File: src/rtl/pia_porta_source_if.sv
// Stream-side and PIA-side signals of the port A device transmitter.
// The master modport is the transmitter; the slave modport is the host stream plus the PIA.
interface pia_porta_source_if;
  logic [7:0] tx_data;
  logic       tx_valid;
  logic       tx_ready;
  logic [7:0] PAO;
  logic       CA1;
  logic       CA2;
  logic       busy;
  logic       timeout_err;

  modport master (
    input  tx_data, tx_valid, CA2,
    output tx_ready, PAO, CA1, busy, timeout_err
  );

  modport slave (
    output tx_data, tx_valid, CA2,
    input  tx_ready, PAO, CA1, busy, timeout_err
  );
endinterface

File: src/rtl/pia_porta_source.sv
// MC6820 PIA port A device-end transmitter: present byte on PA, strobe CA1 low, wait for CA2 ack.
// Optional PIA_ACK_TIMEOUT_EN: abort WAIT_ACK after TIMEOUT_CYCLES with a timeout_err pulse.
module pia_porta_source #(
  parameter int unsigned SETUP_CYCLES   = 1,
  parameter int unsigned STROBE_CYCLES  = 1,
  parameter int unsigned TIMEOUT_CYCLES = 1023
) (
  input  logic                  clk,
  input  logic                  reset,
  pia_porta_source_if.master    bus
);

  localparam int unsigned MAX_AB = (SETUP_CYCLES > STROBE_CYCLES) ? SETUP_CYCLES : STROBE_CYCLES;
  localparam int unsigned MAX_C  = (MAX_AB > TIMEOUT_CYCLES) ? MAX_AB : TIMEOUT_CYCLES;
  localparam int unsigned CW     = $clog2(MAX_C + 1);

  localparam logic [CW-1:0] SETUP_LAST  = CW'(SETUP_CYCLES - 1);
  localparam logic [CW-1:0] STROBE_LAST = CW'(STROBE_CYCLES - 1);
`ifdef PIA_ACK_TIMEOUT_EN
  localparam logic [CW-1:0] TIMEOUT_LAST = CW'(TIMEOUT_CYCLES - 1);
`endif

  typedef enum logic [1:0] {
    IDLE     = 2'd0,
    SETUP    = 2'd1,
    STROBE   = 2'd2,
    WAIT_ACK = 2'd3
  } state_t;

  state_t        state_q;
  logic [7:0]    pao_q;
  logic          ca1_q;
  logic          tx_ready_q;
  logic          busy_q;
  logic          tout_q;
  logic          ca2_s1_q;
  logic          ca2_s2_q;
  logic          ca2_prev_q;
  logic [CW-1:0] cnt_q;

  logic [CW-1:0] cnt_d;
  logic          ack_d;

  // Counter saturates so a long wait never wraps back into a terminal count.
  always_comb begin
    cnt_d = (cnt_q == '1) ? cnt_q : cnt_q + 1'b1;
    ack_d = ca2_prev_q & ~ca2_s2_q;
  end

  always_ff @(posedge clk or posedge reset) begin
    if (reset) begin
      state_q    <= IDLE;
      pao_q      <= '0;
      ca1_q      <= 1'b1;
      tx_ready_q <= 1'b1;
      busy_q     <= 1'b0;
      tout_q     <= 1'b0;
      ca2_s1_q   <= 1'b1;
      ca2_s2_q   <= 1'b1;
      ca2_prev_q <= 1'b1;
      cnt_q      <= '0;
    end else begin
      ca2_s1_q   <= bus.CA2;
      ca2_s2_q   <= ca2_s1_q;
      ca2_prev_q <= ca2_s2_q;
      tout_q     <= 1'b0;

      case (state_q)
        IDLE: begin
          if (bus.tx_valid) begin
            pao_q      <= bus.tx_data;
            cnt_q      <= '0;
            tx_ready_q <= 1'b0;
            busy_q     <= 1'b1;
            state_q    <= SETUP;
          end
        end

        SETUP: begin
          if (cnt_q == SETUP_LAST) begin
            ca1_q   <= 1'b0;
            cnt_q   <= '0;
            state_q <= STROBE;
          end else begin
            cnt_q <= cnt_d;
          end
        end

        STROBE: begin
          if (cnt_q == STROBE_LAST) begin
            ca1_q   <= 1'b1;
            cnt_q   <= '0;
            state_q <= WAIT_ACK;
          end else begin
            cnt_q <= cnt_d;
          end
        end

        WAIT_ACK: begin
          // Ack is checked first so a coincident timeout is suppressed.
          if (ack_d) begin
            tx_ready_q <= 1'b1;
            busy_q     <= 1'b0;
            cnt_q      <= '0;
            state_q    <= IDLE;
`ifdef PIA_ACK_TIMEOUT_EN
          end else if (cnt_q == TIMEOUT_LAST) begin
            tx_ready_q <= 1'b1;
            busy_q     <= 1'b0;
            tout_q     <= 1'b1;
            cnt_q      <= '0;
            state_q    <= IDLE;
`endif
          end else begin
            cnt_q <= cnt_d;
          end
        end

        default: begin
          state_q <= IDLE;
        end
      endcase
    end
  end

  assign bus.PAO         = pao_q;
  assign bus.CA1         = ca1_q;
  assign bus.tx_ready    = tx_ready_q;
  assign bus.busy        = busy_q;
  assign bus.timeout_err = tout_q;

endmodule

File: src/flat_wrapper.sv
// flat-port wrapper written by rule: the top's interface ports become plain ports
module pia_porta_source_flat 
#(
  parameter int unsigned SETUP_CYCLES   = 1,
  parameter int unsigned STROBE_CYCLES  = 1,
  parameter int unsigned TIMEOUT_CYCLES = 1023
)
  (clk, reset, bus_tx_data, bus_tx_valid, bus_CA2, bus_tx_ready, bus_PAO, bus_CA1, bus_busy, bus_timeout_err);
  pia_porta_source_if bus_i ();
  input  logic clk;
  input  logic reset;
  input wire logic [$bits(bus_i.tx_data)-1:0] bus_tx_data;
  input wire logic [$bits(bus_i.tx_valid)-1:0] bus_tx_valid;
  input wire logic [$bits(bus_i.CA2)-1:0] bus_CA2;
  output wire logic [$bits(bus_i.tx_ready)-1:0] bus_tx_ready;
  output wire logic [$bits(bus_i.PAO)-1:0] bus_PAO;
  output wire logic [$bits(bus_i.CA1)-1:0] bus_CA1;
  output wire logic [$bits(bus_i.busy)-1:0] bus_busy;
  output wire logic [$bits(bus_i.timeout_err)-1:0] bus_timeout_err;
  assign bus_i.tx_data = bus_tx_data;
  assign bus_i.tx_valid = bus_tx_valid;
  assign bus_i.CA2 = bus_CA2;
  assign bus_tx_ready = bus_i.tx_ready;
  assign bus_PAO = bus_i.PAO;
  assign bus_CA1 = bus_i.CA1;
  assign bus_busy = bus_i.busy;
  assign bus_timeout_err = bus_i.timeout_err;
  pia_porta_source #(.SETUP_CYCLES(SETUP_CYCLES), .STROBE_CYCLES(STROBE_CYCLES), .TIMEOUT_CYCLES(TIMEOUT_CYCLES)) u_core (.clk(clk), .reset(reset), .bus(bus_i));
endmodule
File: config.mk
export PLATFORM = sky130hd
export DESIGN_NAME = pia_porta_source_flat
export DESIGN_NICKNAME = d
export VERILOG_FILES = /design/src/rtl/pia_porta_source_if.sv /design/src/rtl/pia_porta_source.sv /design/src/flat_wrapper.sv
export SDC_FILE = /design/constraint.sdc
export NUM_CORES = 1
export LEC_CHECK = 0
export CAP_MARGIN = 20
export CORE_MARGIN = 3
export CORE_UTILIZATION = 46
export CTS_CLUSTER_DIAMETER = 40
export DETAILED_ROUTE_END_ITERATION = 7
export MAX_ROUTING_LAYER = met4
export PLACE_DENSITY = 0.74
export SYNTH_ARGS = -nofsm -noshare
export SYNTH_HDL_FRONTEND = slang
export SYNTH_SLANG_ARGS = --single-unit
File: constraint.sdc
create_clock -name clk -period 1.7 [get_ports clk]
set_clock_uncertainty 0.2 [all_clocks]
set_input_delay 0.34 -clock clk [delete_from_list [all_inputs] [get_ports clk]]
set_output_delay 0.34 -clock clk [all_outputs]
set_load 0.02 [all_outputs]
==> flow_summary.toml <==
[placed_design]
gp_congestion = 0.920
dp.final_hpwl_mm = 2.34
pre_cts_ws_ns = -0.171
portBuffers = 22

[clocking]
cts_buffer_depth = 2
insertion_delay_ns = 0.34
ctsHoldBuffers = 0
cts_buffers = 3
clock-root-buffer = "clkbuf_4"
cts_tree = "yes"
path_clk_slew_ns = 0.16
cts.sinks = 26
htree_levels = 1

[logic_synthesis]
yosysTopAreaCell = "dfrtp_1"
avgSynthCellArea_sq_um = 10.5
synth_nets = 147
synth_area_leaders = "dfrtp_1 (39%), dfstp_2 (9.8%), mux2_2 (6.7%)"
synth_common_cells = "dfrtp_1 (21), inv_1 (10), a21oi_1 (9)"
postSynthCellCount = 128
yosysUniqueCellTypes = 38
synth-seq-area-share_pct = 48.8
async_reset_ff_share_pct = 100
synth_edf_count = 0
syn_area_sq_um = 1350
synth_top_area_share_pct = 39.1
ys.flop_type = "dfrtp_1"
synth_seq_cells = 26
yosys.cell_count.top_type = "dfrtp_1"
yosysWarnings = 0

[run]
cap_violations = 0

[power]
p_int_uw = 892
powerDensity_nw_per_um2 = 557
p_leak_uw = 0.00100
seqPwrFrac_pct = 56.3
switching_share_pct = 20.0
power_switching_uw = 223
power_uw = 1110
p_comb_share_pct = 4.1
p_clk_share_pct = 39.6
ir_drop_v = 0.000666

[grt]
grt_pass1_vias = 1227
overflow = 0
grt_pass1_wl_mm = 5.45
grt_usage_pct = 20.9
grt_antenna_before_repair = 0
grt_max_degree = 27

[status]
failed_checks = "negative setup slack"
status = "finished with violations"

[timing]
finalCriticalPeriod_ns = 1.86
rsz0062_at_grt = "yes"
hold_viol_final = 0
period_share_pct = 110
setup-violations-final = 12
whs_ns = 0.107
fmax_mhz = 537
finalWorstSetupSlack_ns = -0.164
slew_viol_final = 0
setup_tns_ns = -1.41

[routing]
ant_nets = 0
wirelength_mm = 3.45
detail_route.first_pass.iterations = 4
first_iter_violations = 63
num_vias = 1198
wire_per_inst_um = 16.2
drc = 0
viasPerCell = 5.62

[die]
dieArea_sq_um = 3610
die_w_um = 60.1
core_area_sq_um = 2640
fp.dieH_um = 60.1
initial_core_util_pct = 51.0
rows = 18
pin_count = 24

[critical_path]
max_stage_delay_ns = 0.42
worstSetupPathType = "reg -> reg"
worstPathRequired_ns = 1.79
path_cells = "inv_2, ha_4, inv_2, a41oi_2, o21bai_4, buf_6, or2_1, a21oi_2"
slowest_stage = "dfrtp_1"
end_kind = "flop"
cp_top_family = "compound AO/OA/AOI/OAI gates"
crit_buf_inv = 3
worst_path_most_repeated_cell = "inv_2"
worstPathMaxFanout = 6
cp.arrival_ns = 1.95
worstSetupStartpointType = "flop"

[layout]
drive_above_1_share_pct = 41.5
fin_nets = 203
post-route-util_pct = 75.9
antennaDiodeCount = 0
nFillCells = 189
syn_to_final_growth_pct = 48.7

[worst_hold_path]
hold_path.class = "in -> async"
## worst register-to-register path: cells and delay by family, from the launching register on
| family | cells | cell delay, ns |
|---|---|---|
| buffers and inverters | 3 | 0.26 |
| adder cells (fa/ha/maj) | 1 | 0.27 |
| AND/OR/NAND/NOR | 1 | 0.23 |
| flip-flops | 1 | 0.42 |
| AO/OA/AOI/OAI | 3 | 0.43 |
## cell families (layout without fill, tap and decap cells)
group	Yosys count	in the layout	synth area share [%]
AND/OR/NAND/NOR	38	38	15.4
AO/OA/AOI/OAI	31	31	16.0
flip-flops	26	26	48.8
buffers and inverters	16	71	5.49
multiplexers	9	9	7.44
adder cells (fa/ha/maj)	7	7	6.51
other	1	1	0.279
## registers in the layout, summed over array words and instances, names as in the netlist
signal	cells
u_core.ca2_s2_q	1
u_core.bus.CA1	1
u_core.bus.tx_ready	1
u_core.state_q	2
u_core.bus.busy	1
u_core.bus.PAO	8
u_core.ca2_s1_q	1
u_core.cnt_q	10
u_core.ca2_prev_q	1
## power by group through the flow
stage          clock network (uW)  registers (uW)  logic, uW
2_1_floorplan                   0             637       13.7
3_3_place_gp                    0             637       45.5
3_5_place_dp                    0             638       47.0
4_1_cts                       448             627       46.9
5_1_grt                       470             628       50.9
6_report                      441             627       46.0
## routing by layer
layer	part of all wire [%]	GRT usage (%)	up-vias
met4	1.8	3.48	0
met5	0	-	-
met1	43	26.3	583
li1	-	-	565
met2	49	34.1	40
met3	5.5	5.62	10
## cell type report
type | instances | area (sq um) | area share, %
Timing Repair Buffer | 57 | 494 | 24.7
Sequential cell | 26 | 657 | 32.8
Multi-Input combinational cell | 86 | 722 | 36.1
Clock buffer | 3 | 22.5 | 1.13
Inverter | 10 | 37.5 | 1.88
Tap cell | 30 | 37.5 | 1.88
Clock inverter | 1 | 30.0 | 1.50
## path summary, 6_finish.rpt
check	start	slack [ns]	cells past startpoint	endpoint
worst max-delay path	u_core.state_q[0]	-0.16	8	u_core.cnt_q[9]
worst min-delay path	reset	0.11	3	u_core.cnt_q[9]
worst max register to register	u_core.state_q[0]	-0.16	8	u_core.cnt_q[9]
worst min register to register	u_core.ca2_s1_q	0.17	0	u_core.ca2_s2_q
max in group asynchronous	reset	0.95	3	u_core.ca2_s2_q
min in group clk	u_core.ca2_s1_q	0.17	0	u_core.ca2_s2_q
## metrics by stage
stage,cell area (sq um),cells
after detailed placement,1840,203
after global placement,1840,203
after floorplan,1390,128
after CTS,1920,211
after global routing,2000,213
final,2000,213
## cells in the final DEF (no fill, tap or decap), drive strengths merged
cell type	instances
o22a	4
inv	10
mux2	8
mux2i	1
nand3b	1
and2	1
dlygate4sd2	9
o21ba	1
dfstp	5
nand4	2
and3	5
a21oi	9
a2bb2oi	1
a21boi	1
nor2	8
or2	1
clkbuf	3
a22o	1
clkdlybuf4s50	11
nor4	2
nand2	6
ha	7
nand2b	1
a41oi	1
nand3	5
dfrtp	21
buf	37
bufinv	1
nor2b	1
conb	1
o21a	1
a21o	1
a41o	2
o21ai	4
nor3	5
o21bai	1
a31oi	4
## what timing repair did
| item | 4_1_cts | 5_1_grt |
|---|---|---|
| pin swaps | 4 | 7 |
| setup endpoints to repair | 21 | 15 |
| gates resized for setup | 19 | 17 |
| buffers inserted | 4 | 2 |
Note: power is estimated with default switching activity, not from simulation.
